--- src/rtl/source_arbiter.sv ---
// source_arbiter
//    Round-robin arbiter that shares one memory source port among WAYS
//    requesters (for example the fetch stage and the access stage). Only one
//    load or store is ever outstanding at the source. The winning request is
//    latched, held on the source port until the source reports ready, and then
//    the read value plus a one-cycle ready pulse go back to the winner.
//
//    Optional feature macro: SOURCE_ARBITER_TIMEOUT_EN
//       When defined, a transaction that waits TIMEOUT cycles without readyIn
//       is aborted: the winner gets its ready pulse, a load returns
//       0xFFFFFFFF, and timeoutOut pulses. When undefined, BUSY waits forever
//       and timeoutOut is tied low.
//
//    Ports
//       clockIn, resetIn          clock, asynchronous active-high reset
//       addressOut, valueOut      source address and store data
//       loadOut, storeOut         source strobes, high only while BUSY
//       valueIn, readyIn          source load data and completion
//       addressesIn, valuesOutIn  per-way address / store data, way i at [32i+31:32i]
//       loadBitsIn, storeBitsIn   per-way request bits
//       valuesInOut               per-way registered load data
//       readyBitsOut              per-way one-cycle completion pulse
//       timeoutOut                aborted-transaction pulse
module source_arbiter #(
   parameter int WAYS    = 2,
   parameter int TIMEOUT = 255
) (
   input  logic                 clockIn,
   input  logic                 resetIn,
   output logic [31:0]          addressOut,
   output logic [31:0]          valueOut,
   output logic                 loadOut,
   output logic                 storeOut,
   input  logic [31:0]          valueIn,
   input  logic                 readyIn,
   input  logic [WAYS*32-1:0]   addressesIn,
   input  logic [WAYS*32-1:0]   valuesOutIn,
   input  logic [WAYS-1:0]      loadBitsIn,
   input  logic [WAYS-1:0]      storeBitsIn,
   output logic [WAYS*32-1:0]   valuesInOut,
   output logic [WAYS-1:0]      readyBitsOut,
   output logic                 timeoutOut
);

   localparam int IndexWidth = $clog2(WAYS);

   typedef enum logic [1:0] {
      IDLE,
      BUSY,
      DONE
   } ArbiterState;

   ArbiterState            state;
   ArbiterState            nextState;
   logic [IndexWidth-1:0]  grant;
   logic [IndexWidth-1:0]  pointer;
   logic [IndexWidth-1:0]  winner;
   logic [IndexWidth-1:0]  scanIndex;
   logic                   winnerFound;
   logic [WAYS-1:0]        requestBits;
   logic [31:0]            latchedAddress;
   logic [31:0]            latchedValue;
   logic                   latchedStore;
   logic                   timeoutHit;

   assign requestBits = loadBitsIn | storeBitsIn;

   // Round-robin pick: scan from the way after the last winner, wrapping
   // around, and keep the first requesting way found. The last offset lands
   // back on the pointer itself, so a lone requester can win twice in a row.
   always_comb begin
      winner      = pointer;
      winnerFound = 1'b0;
      scanIndex   = '0;
      for (int offset = 1; offset <= WAYS; offset++) begin
         scanIndex = IndexWidth'((int'(pointer) + offset) % WAYS);
         if (!winnerFound && requestBits[scanIndex]) begin
            winner      = scanIndex;
            winnerFound = 1'b1;
         end
      end
   end

`ifdef SOURCE_ARBITER_TIMEOUT_EN
   localparam int CounterWidth = ($clog2(TIMEOUT + 1) > 8) ? $clog2(TIMEOUT + 1) : 8;

   logic [CounterWidth-1:0] waitCounter;

   // Abort fires on the BUSY cycle whose increment would make the counter
   // reach TIMEOUT; a simultaneous readyIn always takes precedence.
   assign timeoutHit = (state == BUSY) && !readyIn &&
                       (waitCounter == CounterWidth'(TIMEOUT - 1));

   // Wait counter and the registered timeout pulse. The counter restarts on
   // every grant so each transaction gets the full TIMEOUT budget.
   always_ff @(posedge clockIn or posedge resetIn) begin
      if (resetIn) begin
         waitCounter <= '0;
         timeoutOut  <= 1'b0;
      end else begin
         timeoutOut <= timeoutHit;
         if (state == IDLE) begin
            waitCounter <= '0;
         end else if (state == BUSY && !readyIn && !timeoutHit) begin
            waitCounter <= waitCounter + 1'b1;
         end
      end
   end
`else
   assign timeoutHit = 1'b0;
   assign timeoutOut = 1'b0;
`endif

   // State register. Reset is asynchronous so the strobes, which decode
   // straight from the state, drop the moment resetIn rises.
   always_ff @(posedge clockIn or posedge resetIn) begin
      if (resetIn) begin
         state <= IDLE;
      end else begin
         state <= nextState;
      end
   end

   // Next-state logic. DONE always returns to IDLE, giving a bubble cycle in
   // which the finished requester drops its request before the next pick.
   always_comb begin
      nextState = state;
      case (state)
         IDLE:    if (|requestBits) nextState = BUSY;
         BUSY:    if (readyIn || timeoutHit) nextState = DONE;
         DONE:    nextState = IDLE;
         default: nextState = IDLE;
      endcase
   end

   // Source port drive: everything is quiet outside BUSY, and store data is
   // only presented for stores so loads never leak stale data onto valueOut.
   always_comb begin
      addressOut = '0;
      valueOut   = '0;
      loadOut    = 1'b0;
      storeOut   = 1'b0;
      if (state == BUSY) begin
         addressOut = latchedAddress;
         loadOut    = !latchedStore;
         storeOut   = latchedStore;
         if (latchedStore) valueOut = latchedValue;
      end
   end

   // Grant bookkeeping, request latching and the per-way return path. When
   // both load and store bits are set the operation is treated as a store.
   // The ready pulse is registered so it appears in the DONE cycle only.
   always_ff @(posedge clockIn or posedge resetIn) begin
      if (resetIn) begin
         grant          <= '0;
         pointer        <= IndexWidth'(WAYS - 1);
         latchedAddress <= '0;
         latchedValue   <= '0;
         latchedStore   <= 1'b0;
         valuesInOut    <= '0;
         readyBitsOut   <= '0;
      end else begin
         readyBitsOut <= '0;
         case (state)
            IDLE: begin
               if (|requestBits) begin
                  grant          <= winner;
                  pointer        <= winner;
                  latchedAddress <= addressesIn[int'(winner)*32 +: 32];
                  latchedValue   <= valuesOutIn[int'(winner)*32 +: 32];
                  latchedStore   <= storeBitsIn[winner];
               end
            end
            BUSY: begin
               if (readyIn) begin
                  if (!latchedStore) valuesInOut[int'(grant)*32 +: 32] <= valueIn;
                  readyBitsOut[grant] <= 1'b1;
               end else if (timeoutHit) begin
                  if (!latchedStore) valuesInOut[int'(grant)*32 +: 32] <= 32'hFFFF_FFFF;
                  readyBitsOut[grant] <= 1'b1;
               end
            end
            default: ;
         endcase
      end
   end

endmodule

--- config.mk ---
export PLATFORM = sky130hd
export DESIGN_NAME = source_arbiter
export DESIGN_NICKNAME = d
export VERILOG_FILES = /design/src/rtl/source_arbiter.sv
export SDC_FILE = /design/constraint.sdc
export NUM_CORES = 1
export LEC_CHECK = 0
export BUFFER_PORTS_ARGS = -buffer_cell sky130_fd_sc_hd__buf_4
export CAP_MARGIN = 20
export CORE_MARGIN = 5
export CORE_UTILIZATION = 43
export CTS_CLUSTER_SIZE = 25
export DETAILED_ROUTE_END_ITERATION = 12
export HOLD_SLACK_MARGIN = 0.08
export PLACE_DENSITY_LB_ADDON = 0.3
export SYNTH_ARGS = -nofsm -noshare
export SYNTH_HDL_FRONTEND = slang
export SYNTH_SLANG_ARGS = --single-unit
--- constraint.sdc ---
create_clock -name clockIn -period 3.5 [get_ports clockIn]
set_input_delay 0.175 -clock clockIn [delete_from_list [all_inputs] [get_ports clockIn]]
set_output_delay 0.175 -clock clockIn [all_outputs]
set_load 0.005 [all_outputs]
After elaboration in Yosys (flattened, before gate mapping)
Cells that the tools add are included.

operators by class
  $add $sub $neg = 3
  order comparisons = 5
  equality and inequality tests = 3
  shifts and indexed selects = 4
  muxes and demuxes = 22
  bitwise operators = 2
  reductions and logical operators = 9

operators with widths
  kind                      number
  $shiftx 64x7->32          2
  $mux 32                   3
  $bwmux 64                 1
  $shift 32x33->64 const A  1
  $shiftx 32x33->64         1
  $neg 6->33                1
  $mux 1                    12
  $lt 1x2->1 const B        4
  $mux 2                    4
  $ne 2x2->1 const B        2
  $pmux 2 s2                1
  $reduce_and 2->1          2
  $reduce_and 3->1          1
  $add 1x1->1 const B       2
  $eq 2x1->1 const B        1
  $logic_and 1x1->1         2
  $logic_not 1->1           2
  $logic_not 2->1           1
  $or 2x2->2                1
  $reduce_or 2->1           1
  $demux 1 s1               1
  $ge 1x1->1 const B        1
  $not 1->1                 1

storage, ports and cells
  register bits = 135
  output and inout bits = 133
  word-level logic and storage cells = 56

Longest topological paths before layout
  depth in word-level cells = 9
  mapped depth = 5
  mapped depth without buffers = 3

Worst setup path after synthesis
No wires, ideal clock.

  kind = register to register
  start = reg state[1]
  end = reg valuesInOut[32]
  library setup time = 125 ps
  data arrival time = 1481 ps
  setup slack = 1893 ps
  cell stages (with the launch flop) = 6
  buffers on the path = 2
  clock period less this slack = 1607 ps
  cells stage by stage = dfrtp_1 > nand3b_4 > or3b_1 > buf_6 > buf_6 > mux2_4

between the ends
  word-level cells in the longest chain between the ends = 2

RTL lines
  element                            line  RTL
  start, declared                    53    ArbiterState state;
  start signal, assigned             120   state <= nextState;
  $eq 2x1->1                         165   case (state)
  $reduce_and 3->1 (no source line)  n/a
  end signal, assigned by index      177   if (!latchedStore) valuesInOut[int'(grant)*32 +: 32] <= valueIn;
  end, declared                      40    output logic [WAYS*32-1:0] valuesInOut,

Every way passes these cells.
A chain may end at the register's enable or synchronous reset.

Final worst setup path
  start = reg state[1]
  end = reg latchedAddress[9]

between the ends
  word-level cells in the longest chain between the ends = 2

RTL lines
  element                            line  RTL
  $logic_not 2->1                    165
  $reduce_and 2->1 (no source line)  n/a
  end signal, assigned               170   latchedAddress <= addressesIn[int'(winner)*32 +: 32];
  end, declared                      61    logic [31:0] latchedAddress;

Every way passes these cells.

==> flow_summary.json <==
{
  "status": "finished, final reports clean",
  "rsz0062_at_grt": "no",
  "place_worst_setup_slack_ns": 1.289,
  "first_global_vias": 7425,
  "synthesis.area_mm2": 0.006477,
  "dr.first_iter.drc_count": 606,
  "whs_endpoint": "latchedStore",
  "final-hold-violation-count": 0,
  "grt_max_degree": 136,
  "r2r-end": "latchedAddress[9]",
  "fin_util": 0.7599,
  "io_buffers": 298,
  "critPathLaunchType": "register",
  "synth.distinct_cells": 33,
  "insertion_delay_ns": 0.42,
  "hp-class": "in -> reg",
  "slew_violations": 0,
  "fmax_mhz": 375.5,
  "antenna_found_initial": 1,
  "cts-root-buf": "clkbuf_16",
  "place_hpwl_mm": 14.45,
  "drtAntennaViolNets": 0,
  "grt-ovfl-total": 0,
  "io_pins": 300,
  "slew_headroom": 0.4064,
  "htree_levels": 4,
  "fin_nets": 1212,
  "layout_commonest_cell": "buf_4",
  "gp_congestion": 0.7890,
  "reg2regPathDepth": 5,
  "stdcell_count": 1243,
  "start_util": 0.4423,
  "synth_flop_cell": "dfrtp_1",
  "syn_avg_cell_area_um2": 10.50,
  "synth_edf_count": 0,
  "power.density_mw_per_mm2": 887.0,
  "drive_gt1_frac": 0.3998,
  "tightest_slew_ns": 0.8883,
  "synth_seq_area_share": 0.5217,
  "numCtsBuffers": 17,
  "p_leak_nw": 5.259,
  "ys_warn_count": 0,
  "final.setup.worst_slack_ns": 0.8366,
  "first_pass_iters": 7,
  "whs_path_depth": 3,
  "critical_path_class": "reg -> reg",
  "post-route-period-util": 0.7610,
  "hp-start": "storeBitsIn[1]",
  "ctsResizeCount": 0,
  "clk_path_buf_depth": 2,
  "setup-tns-final_ns": 0,
  "area_growth_syn_to_layout_pct": 71.80,
  "syn_nets": 784,
  "path_max_fanout": 37,
  "die_w_um": 132.7,
  "path_clk_slew_ns": 0.06,
  "vias_per_cell": 5.677,
  "hold_buffers": 162,
  "cts_setup_buffers": 0,
  "coreArea_mm2": 0.01464,
  "maxCapViolations": 0,
  "cp-end-kind": "register",
  "critical_path.startpoint": "state[1]",
  "syn-instance-count": 617,
  "finalSetupViolCount": 0,
  "ir_drop_mv": 0.5077,
  "die_h_um": 132.7,
  "synth_top_area_frac": 0.5177,
  "drc_errors": 0,
  "hold_slack_ns": 0.2317,
  "r2r-start": "state[1]",
  "clock_sinks": 135,
  "mostFrequentLayoutCells": "buf_4, dlygate4sd3_1, dfrtp_1",
  "synth_area_leaders": "dfrtp_1, mux2_4, a31oi_1",
  "grtUsageTotal": 0.2867,
  "async_reset_ff_frac": 1.000,
  "ys_seq_elements": 135,
  "routed_wl_mm": 25.58,
  "fin_crit_ns": 2.663,
  "grt_pass1_wl_mm": 40.51,
  "critPathArrivalTime_ns": 2.95,
  "placementRows": 44,
  "cts_tree": "built",
  "reg2reg_slack_ns": 0.84,
  "synth_top_cell_by_area": "dfrtp_1",
  "wl_per_cell_um": 20.58,
  "dieArea_mm2": 0.01762,
  "worstPathRequired_ns": 3.79,
  "vias": 7056,
  "fin_skew_ns": 0.01378,
  "placedCellCount": 1048
}
per-layer routing:
layer  up-vias  share of wire  global-route usage
li1       3103              -                   -
met1      3376           0.37              0.3490
met2       475           0.48              0.4606
met3       102           0.10             0.09112
met4         0          0.050              0.1426
met5         -              0                   0
flip-flops by register name, indices dropped and copies added, names as in the netlist:
| name | cells |
|---|---|
| valuesInOut | 64 |
| latchedAddress | 32 |
| latchedValue | 32 |
| readyBitsOut | 2 |
| state | 2 |
| grant | 1 |
| latchedStore | 1 |
| pointer | 1 |
worst max-delay path, stage by stage, from the launching register on:
cell           delay (ns)
dfrtp_1              0.45
or2_2                0.37
nor2_4               0.65
buf_12               0.29
a31oi_1              0.14
dlygate4sd3_1        0.60
cell usage after synthesis, drive strengths merged, types with 2 or more instances:
| cell type | count |
|---|---|
| a21oi | 65 |
| a31oi | 64 |
| and2 | 33 |
| and3 | 33 |
| buf | 21 |
| clkbuf | 46 |
| dfrtp | 134 |
| inv | 2 |
| mux2 | 66 |
| nand2 | 2 |
| nand3 | 64 |
| nor2 | 5 |
| nor3 | 2 |
| o21ai | 67 |
cells by family (layout without fill, tap and decap cells):
| group | count (synthesis) | count (layout) | share of synthesized area |
|---|---|---|---|
| AOI/OAI and AO/OA | 198 | 198 | 0.1661 |
| buffers and inverters | 69 | 510 | 0.04829 |
| DFF | 135 | 135 | 0.5217 |
| muxes | 66 | 66 | 0.1321 |
| other | 1 | 2 | 0.0005789 |
| and+or+nand+nor | 148 | 148 | 0.1312 |
layout make-up:
| cell class | count | area [um^2] |
|---|---|---|
| clock inverters | 12 | 197.7 |
| multi-input cells | 413 | 2834 |
| repair buffers | 476 | 4016 |
| inverters | 2 | 11.26 |
| fillers | 918 | 3516 |
| well taps | 184 | 230.2 |
| diodes | 1 | 2.502 |
| clock buffers | 20 | 456.7 |
| flip-flops and latches | 135 | 3379 |
where the power goes:
part	switching (mW)	internal (mW)	total (mW)	leakage, nW
sequential	0.473	2.37	2.84	1.57
clock	0.695	1.30	2.00	0.316
combinational	2.16	2.87	5.03	3.37
total	3.33	6.54	9.87	5.26
worst max-delay path by stage:
| stage | endpoint |
|---|---|
| after floorplan | grant |
| after global placement | latchedValue[12] |
| after detailed placement | latchedValue[28] |
| after CTS | latchedAddress[9] |
| after global routing | latchedAddress[9] |
| final | latchedAddress[9] |
metrics by stage:
step / total power [mW] / area [um^2]
2_1_floorplan: 4.876 / 6481
3_3_place_gp: 6.720 / 8850
3_5_place_dp: 6.827 / 8850
4_1_cts: 9.697 / 11130
5_1_grt: 10.43 / 11130
6_report: 9.870 / 11130
(Power assumes the default switching activity.)
